==> config.mk <==
export PLATFORM = sky130hd
export DESIGN_NAME = pilha_parametrizada
export DESIGN_NICKNAME = d
export VERILOG_FILES = /design/src/rtl/pilha_pkg.sv /design/src/rtl/pilha_mem.sv /design/src/rtl/pilha_parametrizada.sv
export SDC_FILE = /design/constraint.sdc
export NUM_CORES = 1
export LEC_CHECK = 0
export ABC_AREA = 0
export CAP_MARGIN = 25
export CORE_MARGIN = 5
export CORE_UTILIZATION = 45
export DETAILED_ROUTE_END_ITERATION = 10
export GPL_TIMING_DRIVEN = 0
export PLACE_DENSITY_LB_ADDON = 0.2
export SLEW_MARGIN = 20
export SYNTH_ARGS = -nofsm -noshare
export SYNTH_HDL_FRONTEND = slang
export SYNTH_HIERARCHICAL = 1
export SYNTH_SLANG_ARGS = --single-unit
==> constraint.sdc <==
create_clock -name clk -period 5.2 [get_ports clk]
set_clock_uncertainty 0.05 [all_clocks]
set_input_delay 0.52 -clock clk [delete_from_list [all_inputs] [get_ports clk]]
set_output_delay 0.52 -clock clk [all_outputs]
set_load 0.02 [all_outputs]
==> src/rtl/pilha_pkg.sv <==
// Shared definitions for the parametrised operand stack.
// Holds the op-code width and the op-code constants. The UC decoder and the
// benches import the same constants.
package pilha_pkg;

   localparam int unsigned OP_W = 3;

   localparam logic [OP_W-1:0] OP_NOP      = 3'b000;
   localparam logic [OP_W-1:0] OP_PUSH     = 3'b001;
   localparam logic [OP_W-1:0] OP_POP      = 3'b010;
   localparam logic [OP_W-1:0] OP_DUP      = 3'b011;
   localparam logic [OP_W-1:0] OP_SWAP     = 3'b100;
   localparam logic [OP_W-1:0] OP_REPL     = 3'b101;
   localparam logic [OP_W-1:0] OP_POP2PUSH = 3'b110;
   localparam logic [OP_W-1:0] OP_CLEAR    = 3'b111;

endpackage

==> src/rtl/pilha_mem.sv <==
// DEPTH x DATA_W register file that backs the stack.
// Ports:
//   clk              write clock, rising edge
//   rd0/rd1 addr/data asynchronous read ports, used for TOS and NOS
//   we0/wa0/wd0      synchronous write port 0
//   we1/wa1/wd1      synchronous write port 1; SWAP uses both ports together
// The storage has no reset because its contents do not matter while count is 0.
module pilha_mem #(
   parameter int unsigned DATA_W = 16,
   parameter int unsigned DEPTH  = 16,
   parameter int unsigned AW     = $clog2(DEPTH)
) (
   input  logic              clk,
   input  logic [AW-1:0]     rd0_addr_i,
   output logic [DATA_W-1:0] rd0_data_o,
   input  logic [AW-1:0]     rd1_addr_i,
   output logic [DATA_W-1:0] rd1_data_o,
   input  logic              we0_i,
   input  logic [AW-1:0]     wa0_i,
   input  logic [DATA_W-1:0] wd0_i,
   input  logic              we1_i,
   input  logic [AW-1:0]     wa1_i,
   input  logic [DATA_W-1:0] wd1_i
);

   logic [DATA_W-1:0] mem_q [DEPTH];

   // The top level never writes the same address on both ports in one cycle.
   always_ff @(posedge clk) begin
      if (we0_i) mem_q[wa0_i] <= wd0_i;
      if (we1_i) mem_q[wa1_i] <= wd1_i;
   end

   assign rd0_data_o = mem_q[rd0_addr_i];
   assign rd1_data_o = mem_q[rd1_addr_i];

endmodule

==> src/rtl/pilha_parametrizada.sv <==
// Parametrised LIFO operand stack for the stack-machine datapath.
// Executes one op per clock: NOP, PUSH, POP, DUP, SWAP, REPL, POP2PUSH and CLEAR.
// Ports:
//   clk, rst         clock and asynchronous active-high reset
//   op               stack operation, sampled at the rising edge
//   src_sel          selects the write data: 0 = din_uc, 1 = low DATA_W bits of din_ula
//   din_uc, din_ula  write data from the control unit and from the ALU
//   tos, nos         top and next-on-stack; 0 when those entries are absent
//   dout             registered value removed by the last POP or POP2PUSH
//   count            occupancy; empty and full are decoded from count
//   ovf, unf         sticky rejection flags; cleared by CLEAR or rst
module pilha_parametrizada
   import pilha_pkg::*;
#(
   parameter int unsigned DATA_W = 16,
   parameter int unsigned ULA_W  = 32,
   parameter int unsigned DEPTH  = 16,
   parameter int unsigned CNT_W  = $clog2(DEPTH + 1)
) (
   input  logic              clk,
   input  logic              rst,
   input  logic [OP_W-1:0]   op,
   input  logic              src_sel,
   input  logic [DATA_W-1:0] din_uc,
   input  logic [ULA_W-1:0]  din_ula,
   output logic [DATA_W-1:0] tos,
   output logic [DATA_W-1:0] nos,
   output logic [DATA_W-1:0] dout,
   output logic [CNT_W-1:0]  count,
   output logic              empty,
   output logic              full,
   output logic              ovf,
   output logic              unf
);

   localparam int unsigned AW = $clog2(DEPTH);

   logic [CNT_W-1:0]  count_q, count_d;
   logic [DATA_W-1:0] dout_q, dout_d;
   logic              ovf_q, ovf_d;
   logic              unf_q, unf_d;

   logic [DATA_W-1:0] wr_data;
   logic [AW-1:0]     tos_addr, nos_addr;
   logic [DATA_W-1:0] tos_raw, nos_raw;
   logic              has1, has2, is_full;
   logic              we0, we1;
   logic [AW-1:0]     wa0, wa1;
   logic [DATA_W-1:0] wd0, wd1;

   // Only the low DATA_W bits of the ALU result are stored.
   assign wr_data = src_sel ? din_ula[DATA_W-1:0] : din_uc;

   generate
      if (ULA_W > DATA_W) begin : g_ula_hi
         logic unused_ula_hi;
         assign unused_ula_hi = ^din_ula[ULA_W-1:DATA_W];
      end
   endgenerate

   assign has1    = (count_q != '0);
   assign has2    = (count_q >= CNT_W'(2));
   assign is_full = (count_q == CNT_W'(DEPTH));

   // Read addresses are pinned to 0 when the entry is absent so they stay in range.
   assign tos_addr = has1 ? AW'(count_q - CNT_W'(1)) : '0;
   assign nos_addr = has2 ? AW'(count_q - CNT_W'(2)) : '0;

   pilha_mem #(
      .DATA_W (DATA_W),
      .DEPTH  (DEPTH),
      .AW     (AW)
   ) u_mem (
      .clk        (clk),
      .rd0_addr_i (tos_addr),
      .rd0_data_o (tos_raw),
      .rd1_addr_i (nos_addr),
      .rd1_data_o (nos_raw),
      .we0_i      (we0),
      .wa0_i      (wa0),
      .wd0_i      (wd0),
      .we1_i      (we1),
      .wa1_i      (wa1),
      .wd1_i      (wd1)
   );

   // Op decode: rejected ops only touch the sticky flags.
   always_comb begin
      count_d = count_q;
      dout_d  = dout_q;
      ovf_d   = ovf_q;
      unf_d   = unf_q;
      we0     = 1'b0;
      wa0     = tos_addr;
      wd0     = wr_data;
      we1     = 1'b0;
      wa1     = nos_addr;
      wd1     = tos_raw;

      case (op)
         OP_PUSH: begin
            if (!is_full) begin
               we0     = 1'b1;
               wa0     = AW'(count_q);
               count_d = count_q + CNT_W'(1);
            end else begin
               ovf_d = 1'b1;
            end
         end
         OP_POP: begin
            if (has1) begin
               dout_d  = tos_raw;
               count_d = count_q - CNT_W'(1);
            end else begin
               unf_d = 1'b1;
            end
         end
         OP_DUP: begin
            if (!has1) begin
               unf_d = 1'b1;
            end else if (is_full) begin
               ovf_d = 1'b1;
            end else begin
               we0     = 1'b1;
               wa0     = AW'(count_q);
               wd0     = tos_raw;
               count_d = count_q + CNT_W'(1);
            end
         end
         OP_SWAP: begin
            if (has2) begin
               we0 = 1'b1;
               wd0 = nos_raw;
               we1 = 1'b1;
            end else begin
               unf_d = 1'b1;
            end
         end
         OP_REPL: begin
            if (has1) begin
               we0 = 1'b1;
            end else begin
               unf_d = 1'b1;
            end
         end
         OP_POP2PUSH: begin
            // The result overwrites the NOS slot, and the old TOS slot is dropped.
            if (has2) begin
               dout_d  = tos_raw;
               we1     = 1'b1;
               wd1     = wr_data;
               count_d = count_q - CNT_W'(1);
            end else begin
               unf_d = 1'b1;
            end
         end
         OP_CLEAR: begin
            count_d = '0;
            ovf_d   = 1'b0;
            unf_d   = 1'b0;
         end
         default: ;
      endcase
   end

   // State registers.
   always_ff @(posedge clk or posedge rst) begin
      if (rst) begin
         count_q <= '0;
         dout_q  <= '0;
         ovf_q   <= 1'b0;
         unf_q   <= 1'b0;
      end else begin
         count_q <= count_d;
         dout_q  <= dout_d;
         ovf_q   <= ovf_d;
         unf_q   <= unf_d;
      end
   end

   assign tos   = has1 ? tos_raw : '0;
   assign nos   = has2 ? nos_raw : '0;
   assign dout  = dout_q;
   assign count = count_q;
   assign empty = !has1;
   assign full  = is_full;
   assign ovf   = ovf_q;
   assign unf   = unf_q;

endmodule

==> impl_metrics.tcl, run 1 <==
set metrics [dict create \
    outcome "finished, final reports clean" \
    synth-edff-count 256 \
    path_class "reg2out" \
    grt_overflow 0 \
    worstReg2RegStart "count[2]$_DFFE_PP0P_" \
    placedInstanceArea_um2 19700 \
    die_w_um 208 \
    ios 111 \
    initial_core_util_pct 45.7 \
    rows 72 \
    period_minus_slack_ns 5.10 \
    antenna_left 0 \
    fin_crit_sh_pct 98.1 \
    synth_cell_type_count 63 \
    hold_viol 0 \
    drv_slew 0 \
    path_clk_slew_ns 0.06 \
    setup_ws_ns 0.0970 \
    grt_pass1_wl_um 84100 \
    grt_antenna_before_repair 0 \
    tns_ns 0 \
    max_freq_ghz 0.196 \
    netlist_instances 1198 \
    slowest_stage "clkdlybuf4s50_1" \
    syn_to_final_growth_pct 18.4 \
    ys_ff_latch 279 \
    numCtsBuffers 31 \
    relSlewSlack_pct 45.6 \
    place_congestion 0.899 \
    cts-root-buf "clkbuf_16" \
    via_per_inst 6.58 \
    rsz0062_at_grt "true" \
    num_vias 12400 \
    clock_path_buffers 3 \
    ctsHtreeMaxLevel 1 \
    crit_chain "inv_1 > ha_1 > or4b_4 > clkinv_1 > nor2_1 > clkbuf_2 > clkbuf_2 > mux4_2 > a22oi_1 > nand2_2 > and2_1 > clkdlybuf4s50_1" \
    crit_buf_inv 5 \
    stdcell_area_um2 20900 \
    cts_hold_buf 0 \
    first_iter_violations 1460 \
    yosysWarnings 6 \
    portBuffers 92 \
    multi_input_area_um2 8970 \
    cts_tree "done" \
    drc 0 \
    cpPeakStageDelay_ns 0.53 \
    seq_area_frac_synth_pct 46.7 \
    grt.total_usage_pct 26.0 \
    dr.pass1.iters 5 \
    nets 1400 \
    syn_area_per_cell_um2 14.8 \
    worst_pin_slew_ns 0.816 \
    crit_family "buffers and inverters" \
    cp_max_fo 11 \
    hp-class "in2async" \
    syn_nets 1259 \
    fill_cells 3207 \
    cp.required_ns 4.63 \
    clkSinkCount 279 \
    die_area_um2 43400 \
    setup_viol 0 \
    pre_cts_slack_ns -0.781 \
    drt-total-wl_um 57900 \
    netlist_area_um2 17700 \
    final_layout_size_suffix_gt1_share_pct 46.2 \
    grt_pass1_vias 12500 \
    startpoint_type "flip-flop" \
    coreArea_um2 38700 \
    async_reset_ff_share_pct 8.24 \
    n_antenna_cell 0 \
    regArea_um2 8270 \
    worstPathArrival_ns 4.53 \
    grt_max_degree 24 \
    crit_top_cell "clkbuf_2" \
    reg2reg_slack_ns 0.29 \
    clock_latency_ns 0.60 \
    cap_violations 0 \
    crit_path_end_kind "output port" \
    ys_dominant_reg_cell "edfxtp_1" \
    hold_ws_ns 0.129 \
    dp_hpwl_um 41600 \
    drt-wirelength-per-cell_um 30.8 \
    die_height_um 208 \
    crit_start "count[0]$_DFFE_PP0P_" \
]
-- final cells by class --
cell class                      count  area share, %
Tap cell                          518           3.09
Multi-Input combinational cell    770           42.8
Timing Repair Buffer              110           5.94
Clock inverter                     15          0.508
Clock buffer                       40           3.86
Buffer                            126           3.92
Inverter                           21          0.376
Sequential cell                   279           39.5
-- synth_stat cells (2+ instances only) --
cell type / number / share of area, %
a22oi_1: 65 / 2.8
mux2_1: 13 / 0.83
a221o_1: 16 / 0.91
a31oi_1: 5 / 0.18
and3b_1: 4 / 0.20
nor2_1: 16 / 0.34
o21ai_1: 2 / 0.057
o22ai_1: 11 / 0.39
nor2_4: 2 / 0.13
mux4_2: 128 / 16
buf_2: 34 / 0.96
o21ai_0: 29 / 0.82
nand3_1: 18 / 0.51
buf_6: 9 / 0.57
nand2_1: 41 / 0.87
clkbuf_2: 2 / 0.057
a21oi_1: 23 / 0.65
nor2_2: 9 / 0.32
and2_1: 19 / 0.67
nand2b_1: 17 / 0.60
nor2b_1: 10 / 0.35
buf_12: 2 / 0.23
nand3b_1: 2 / 0.085
xnor2_1: 3 / 0.15
inv_1: 20 / 0.42
clkbuf_1: 61 / 1.3
buf_1: 6 / 0.13
dlygate4sd1_1: 9 / 0.45
or2_2: 2 / 0.071
mux2i_1: 4 / 0.23
or3_1: 2 / 0.071
dfrtp_1: 23 / 3.3
or3b_1: 2 / 0.099
nand3b_4: 2 / 0.23
nor3b_2: 3 / 0.21
ha_1: 7 / 0.50
buf_4: 5 / 0.21
mux2_4: 28 / 2.4
edfxtp_1: 256 / 43
mux2_2: 265 / 17
-- path summary, 6_finish.rpt --
path                                               end  cells past startpoint
hold reg to reg                    dout[7]$_DFFE_PP0P_                      1
setup / recovery                                tos[0]                     12
setup reg to reg           u_mem/mem_q[5][9]$_DFFE_PP_                     17
max in group asynchronous         count[1]$_DFFE_PP0P_                      3
min in group clk                   dout[7]$_DFFE_PP0P_                      1
hold / removal                     dout[6]$_DFFE_PP0P_                      2
-- what timing repair did --
action | 4_1_cts | 5_1_grt
setup endpoints to repair | 288 | 42
buffers inserted | 3 | 0
pin swaps | 1 | 1
resized for setup | 66 | 50
-- routing by layer --
layer / track usage [%] / share of wire (%) / vias up
met4: 7.97 / 3.0 / 0
met2: 41.8 / 47 / 736
met3: 5.11 / 11 / 119
li1: - / - / 5114
met5: 0 / 0 / -
met1: 35.9 / 39 / 6403
-- cell usage in the layout, fill, tap and decap left out, types with 20 or more instances in the layout --
cell type	netlist	final
edfxtp_1	256	256
inv_1	20	20
a22oi_1	65	42
clkbuf_16	0	31
clkdlybuf4s50_1	0	82
clkbuf_1	61	47
mux2_4	28	28
a21oi_1	23	23
mux2_2	265	265
dfrtp_1	23	20
buf_6	9	24
a22oi_2	0	23
nand2_1	41	40
o21ai_0	29	22
mux4_2	128	128
buf_2	34	26
-- metrics by stage --
step	instances	util, %
2_1_floorplan	1198	-
4_1_cts	1879	53.6
6_report	1879	54.1
5_1_grt	1879	54.1
3_5_place_dp	1822	50.8
3_3_place_gp	1808	49.7
-- logic make-up after synthesis --
family	after synthesis	synth area share [%]
mux	438	36.6
flops	279	46.7
compound gates	162	6.37
simple gates	160	5.33
buf+inv	149	4.34
fa+ha+maj	7	0.495
xor+xnor	3	0.149
-- state kept, by name, summed over array words and instances (netlist names) --
register / flops
dout: 16
unf: 1
u_mem/mem_q: 256
ovf: 1
count: 5
Power of run 1 is left out: the tool's default activity adds up to more than one toggle a clock period on the data nets, which glitch-free logic cannot reach.
==> inputs of run 2 (changes only) <==
--- a/config.mk
+++ b/config.mk
@@ -7,7 +7,7 @@
 export LEC_CHECK = 0
 export ABC_AREA = 0
 export CAP_MARGIN = 25
-export CORE_MARGIN = 5
+export CORE_MARGIN = 2
 export CORE_UTILIZATION = 45
 export DETAILED_ROUTE_END_ITERATION = 10
 export GPL_TIMING_DRIVEN = 0
==> run 2 against run 1 <==
First-iteration DRC count up 17%. Highest routed layer unchanged. Register-to-register slack worse by 0.06 ns. Design area about the same. Critical path type unchanged.
==> impl_metrics.tcl, run 2 (same netlist as run 1, synthesis figures left out) <==
set metrics [dict create \
    clock_latency_ns 0.60 \
    grt_pass1_wl_um 82600 \
    die_height_um 202 \
    outcome "finished, final reports clean" \
    initial_core_util_pct 45.7 \
    drv_slew 0 \
    via_per_inst 6.52 \
    cts_tree "done" \
    worstPathArrival_ns 4.60 \
    numCtsBuffers 31 \
    setup_viol 0 \
    rows 72 \
    crit_chain "buf_6 > inv_1 > ha_1 > or3b_1 > buf_4 > nor2_4 > nor2_4 > buf_6 > buf_4 > mux4_2 > a22oi_1 > nand2_1 > o21ai_0 > inv_1 > clkdlybuf4s50_1" \
    stdcell_area_um2 21000 \
    crit_path_end_kind "output port" \
    layout_common_cells "mux2_2, edfxtp_1, mux4_2" \
    ios 111 \
    first_iter_violations 1708 \
    cp_max_fo 10 \
    layout_commonest_cell "mux2_2" \
    portBuffers 92 \
    num_vias 12300 \
    fin_crit_sh_pct 99.4 \
    placedInstanceArea_um2 19700 \
    drc 0 \
    final_layout_size_suffix_gt1_share_pct 45.6 \
    max_freq_ghz 0.194 \
    dr.pass1.iters 7 \
    regArea_um2 8270 \
    die_w_um 202 \
    path_clk_slew_ns 0.06 \
    hold_viol 0 \
    dp_hpwl_um 40800 \
    clkSinkCount 279 \
    drt-wirelength-per-cell_um 30.4 \
    crit_family "buffers and inverters" \
    antenna_left 0 \
    cp.required_ns 4.63 \
    nets 1399 \
    grt_max_degree 24 \
    drt-total-wl_um 57000 \
    period_minus_slack_ns 5.17 \
    slowest_stage "clkdlybuf4s50_1" \
    grt_antenna_before_repair 0 \
    die_area_um2 40900 \
    fill_cells 3176 \
    ctsHtreeMaxLevel 1 \
    rsz0062_at_grt "true" \
    coreArea_um2 38700 \
    crit_buf_inv 7 \
    relSlewSlack_pct 44.3 \
    place_congestion 0.895 \
    cap_violations 0 \
    grt_pass1_vias 12000 \
    multi_input_area_um2 8920 \
    largest-register "u_mem/mem_q" \
    syn_to_final_growth_pct 18.5 \
    path_class "reg2out" \
    cts-root-buf "clkbuf_16" \
    cpPeakStageDelay_ns 0.54 \
    startpoint_type "flip-flop" \
    clock_path_buffers 3 \
    hp-class "in2async" \
    cts_hold_buf 0 \
    grt.total_usage_pct 27.8 \
    largest_reg_flops 256 \
    n_antenna_cell 0 \
    worst_pin_slew_ns 0.836 \
    grt_overflow 0 \
]
-- run 2: path summary, 6_finish.rpt --
check / startpoint / to / slack, ns / depth (start not counted)
min in group clk: dout[7]$_DFFE_PP0P_ / dout[7]$_DFFE_PP0P_ / 0.46 / 1
max reg2reg: count[2]$_DFFE_PP0P_ / u_mem/mem_q[5][8]$_DFFE_PP_ / 0.23 / 17
max: count[2]$_DFFE_PP0P_ / nos[0] / 0.03 / 15
min: rst / dout[10]$_DFFE_PP0P_ / 0.11 / 2
max in group asynchronous: rst / count[1]$_DFFE_PP0P_ / 4.54 / 3
min reg2reg: dout[7]$_DFFE_PP0P_ / dout[7]$_DFFE_PP0P_ / 0.46 / 1
-- run 2: area by class of cell --
class / count / area share (%)
multi-input cells: 770 / 42.6
clock buffers: 37 / 3.81
clock inverters: 19 / 0.961
well taps: 518 / 3.09
flip-flops and latches: 279 / 39.4
inverters: 21 / 0.394
repair buffers: 108 / 5.81
plain buffers: 127 / 3.93
-- run 2: layer usage --
| metal | up-vias | global-route usage [%] | routed length [um] |
|---|---|---|---|
| met5 | - | 0 | 0 |
| met1 | 6300 | 39.3 | 23000 |
| met3 | 124 | 4.22 | 5730 |
| met2 | 725 | 44.2 | 26400 |
| li1 | 5106 | - | - |
| met4 | 0 | 8.99 | 1850 |
-- run 2: metrics by stage --
step	instances	setup slack [ns]	utilization, %	TNS (ns)	hold slack [ns]
3_5_place_dp	1821	-0.820	50.7	-142.98	0.446
3_3_place_gp	1808	-0.903	49.7	-195.62	0.444
4_1_cts	1878	-0.0272	53.7	-0.0536	0.419
6_report	1879	0.0321	54.1	0	0.115
5_1_grt	1879	-0.174	54.1	-0.683	0.143
2_1_floorplan	1198	0.950	-	0	0.472
-- run 2: repair_timing --
| item | CTS | global route |
|---|---|---|
| pin swaps | 1 | 1 |
| resized for setup | 59 | 57 |
| endpoints found under the setup margin | 288 | 52 |
| setup buffers | 2 | 0 |
Power of run 2 is left out for the same reason.
==> inputs of run 3 (changes only) <==
--- a/config.mk
+++ b/config.mk
@@ -8,7 +8,7 @@
 export ABC_AREA = 0
 export CAP_MARGIN = 25
 export CORE_MARGIN = 2
-export CORE_UTILIZATION = 45
+export CORE_UTILIZATION = 50
 export DETAILED_ROUTE_END_ITERATION = 10
 export GPL_TIMING_DRIVEN = 0
 export PLACE_DENSITY_LB_ADDON = 0.2
==> run 3 against run 2 <==
Maximum frequency decreased by 0.57%. Sequential share of layout area increased by 0.39 points. Sequential cell count unchanged. Via count increased by 1.1%. Global-route usage increased by 3.0 points. Utilization increased by 5.7 points. Die area decreased by 9.8%. Largest cell class unchanged.
==> impl_metrics.tcl, run 3 (same netlist as run 1, synthesis figures left out) <==
set metrics [dict create \
    fill_cells 2683 \
    grt.total_usage_pct 30.8 \
    syn_to_final_growth_pct 17.4 \
    hp-class "in2async" \
    antenna_left 0 \
    rows 68 \
    worst_pin_slew_ns 0.885 \
    utilization_pct 59.8 \
    num_vias 12400 \
    coreArea_um2 34700 \
    grt_pass1_wl_um 81400 \
    die_height_um 192 \
    drt-total-wl_um 56300 \
    crit_path_end_kind "output port" \
    initial_core_util_pct 51.0 \
    slowest_stage "clkdlybuf4s50_1" \
    worstPathArrival_ns 4.63 \
    drc 0 \
    cp_max_fo 10 \
    clock_path_buffers 3 \
    via_per_inst 6.84 \
    setup_viol 0 \
    final_layout_size_suffix_gt1_share_pct 45.8 \
    cts_tree "done" \
    path_clk_slew_ns 0.06 \
    layout_commonest_cell "mux2_2" \
    die_area_um2 36900 \
    clkSinkCount 279 \
    path_class "reg2out" \
    die_w_um 192 \
    drt-wirelength-per-cell_um 31.1 \
    ios 111 \
    cpPeakStageDelay_ns 0.54 \
    cap_violations 0 \
    fin_crit_sh_pct 100 \
    max_freq_ghz 0.192 \
    relSlewSlack_pct 40.8 \
    place_congestion 0.905 \
    drv_slew 0 \
    nets 1396 \
    rsz0062_at_grt "true" \
    n_antenna_cell 0 \
    grt_max_degree 24 \
    final_cell_count_no_fill 1812 \
    ctsHtreeMaxLevel 1 \
    hold_viol 0 \
    portBuffers 92 \
    grt_pass1_vias 12400 \
    dr.pass1.iters 5 \
    crit_chain "buf_6 > inv_1 > ha_2 > or3b_1 > buf_4 > nor2_4 > nor2_2 > clkbuf_4 > buf_4 > mux4_2 > a22oi_1 > nand2_1 > o21ai_0 > inv_1 > clkdlybuf4s50_1" \
    cp.required_ns 4.63 \
    clock_latency_ns 0.59 \
    grt_antenna_before_repair 0 \
    cts_hold_buf 0 \
    grt_overflow 0 \
    largest-register "u_mem/mem_q" \
    crit_family "buffers and inverters" \
    dp.cells 1757 \
    startpoint_type "flip-flop" \
    cts-root-buf "clkbuf_16" \
    numCtsBuffers 31 \
    dp_hpwl_um 40300 \
    layout_common_cells "mux2_2, edfxtp_1, mux4_2" \
    first_iter_violations 1474 \
    crit_buf_inv 7 \
    period_minus_slack_ns 5.20 \
    largest_reg_flops 256 \
    outcome "finished, final reports clean" \
]
run 3: per-stage QoR:
stage / worst slack, ns / TNS (ns) / cell area [um^2] / hold slack [ns]
3_5_place_dp: -0.703 / -122.82 / 19500 / 0.447
6_report: 0.00243 / 0 / 20800 / 0.114
5_1_grt: -0.134 / -0.405 / 20800 / 0.137
3_3_place_gp: -0.799 / -163.44 / 19200 / 0.442
4_1_cts: -0.00340 / -0.00407 / 20600 / 0.410
2_1_floorplan: 0.950 / 0 / 17700 / 0.472
run 3: final cells by class:
type | count | area, um^2 | area share [%]
well taps | 455 | 569 | 2.74
clock inverters | 15 | 106 | 0.512
multi-input cells | 770 | 8930 | 43.0
repair buffers | 106 | 1190 | 5.76
plain buffers | 126 | 798 | 3.85
clock buffers | 40 | 810 | 3.90
flip-flops and latches | 279 | 8270 | 39.8
inverters | 21 | 78.8 | 0.380
run 3: worst register-to-register path, cell delays in order (launching register included):
cell and delay, ns:
dfrtp_1 0.47, buf_6 0.19, inv_1 0.17, ha_2 0.25, or3b_1 0.35, buf_4 0.21, nor2_4 0.27, nor2_2 0.15
clkbuf_4 0.28, clkbuf_4 0.29, mux4_2 0.35, a22oi_2 0.27, nand2_1 0.08, o21ai_0 0.12, a21oi_1 0.11, a221o_1 0.46
clkbuf_1 0.36, mux2_2 0.37
run 3: final timing paths:
check / slack, ns / cells after the start / start / endpoint
hold / removal: 0.11 / 2 / rst / dout[8]$_DFFE_PP0P_
hold reg to reg: 0.46 / 1 / dout[5]$_DFFE_PP0P_ / dout[5]$_DFFE_PP0P_
setup reg to reg: 0.14 / 17 / count[2]$_DFFE_PP0P_ / u_mem/mem_q[3][4]$_DFFE_PP_
max in group asynchronous: 4.56 / 3 / rst / count[0]$_DFFE_PP0P_
min in group clk: 0.46 / 1 / dout[5]$_DFFE_PP0P_ / dout[5]$_DFFE_PP0P_
setup / recovery: 0.002 / 15 / count[2]$_DFFE_PP0P_ / nos[8]
run 3: layer usage:
| layer | part of all wire [%] | up-vias | GRT usage, % | wire length [um] |
|---|---|---|---|---|
| met5 | 0 | - | 0 | 0 |
| met2 | 47 | 872 | 51.0 | 26600 |
| met3 | 12 | 132 | 6.12 | 6630 |
| met4 | 2.9 | 0 | 8.81 | 1640 |
| li1 | - | 5100 | - | - |
| met1 | 38 | 6283 | 41.4 | 21500 |
run 3: repair_timing:
item / CTS / global route
resized for setup: 61 / 50
buffers inserted: 0 / 1
cloned: 0 / 0
endpoints found under the setup margin: 288 / 63
hold endpoints to repair: 0 / 0
pin swaps: 0 / 2
Power of run 3 is left out for the same reason.
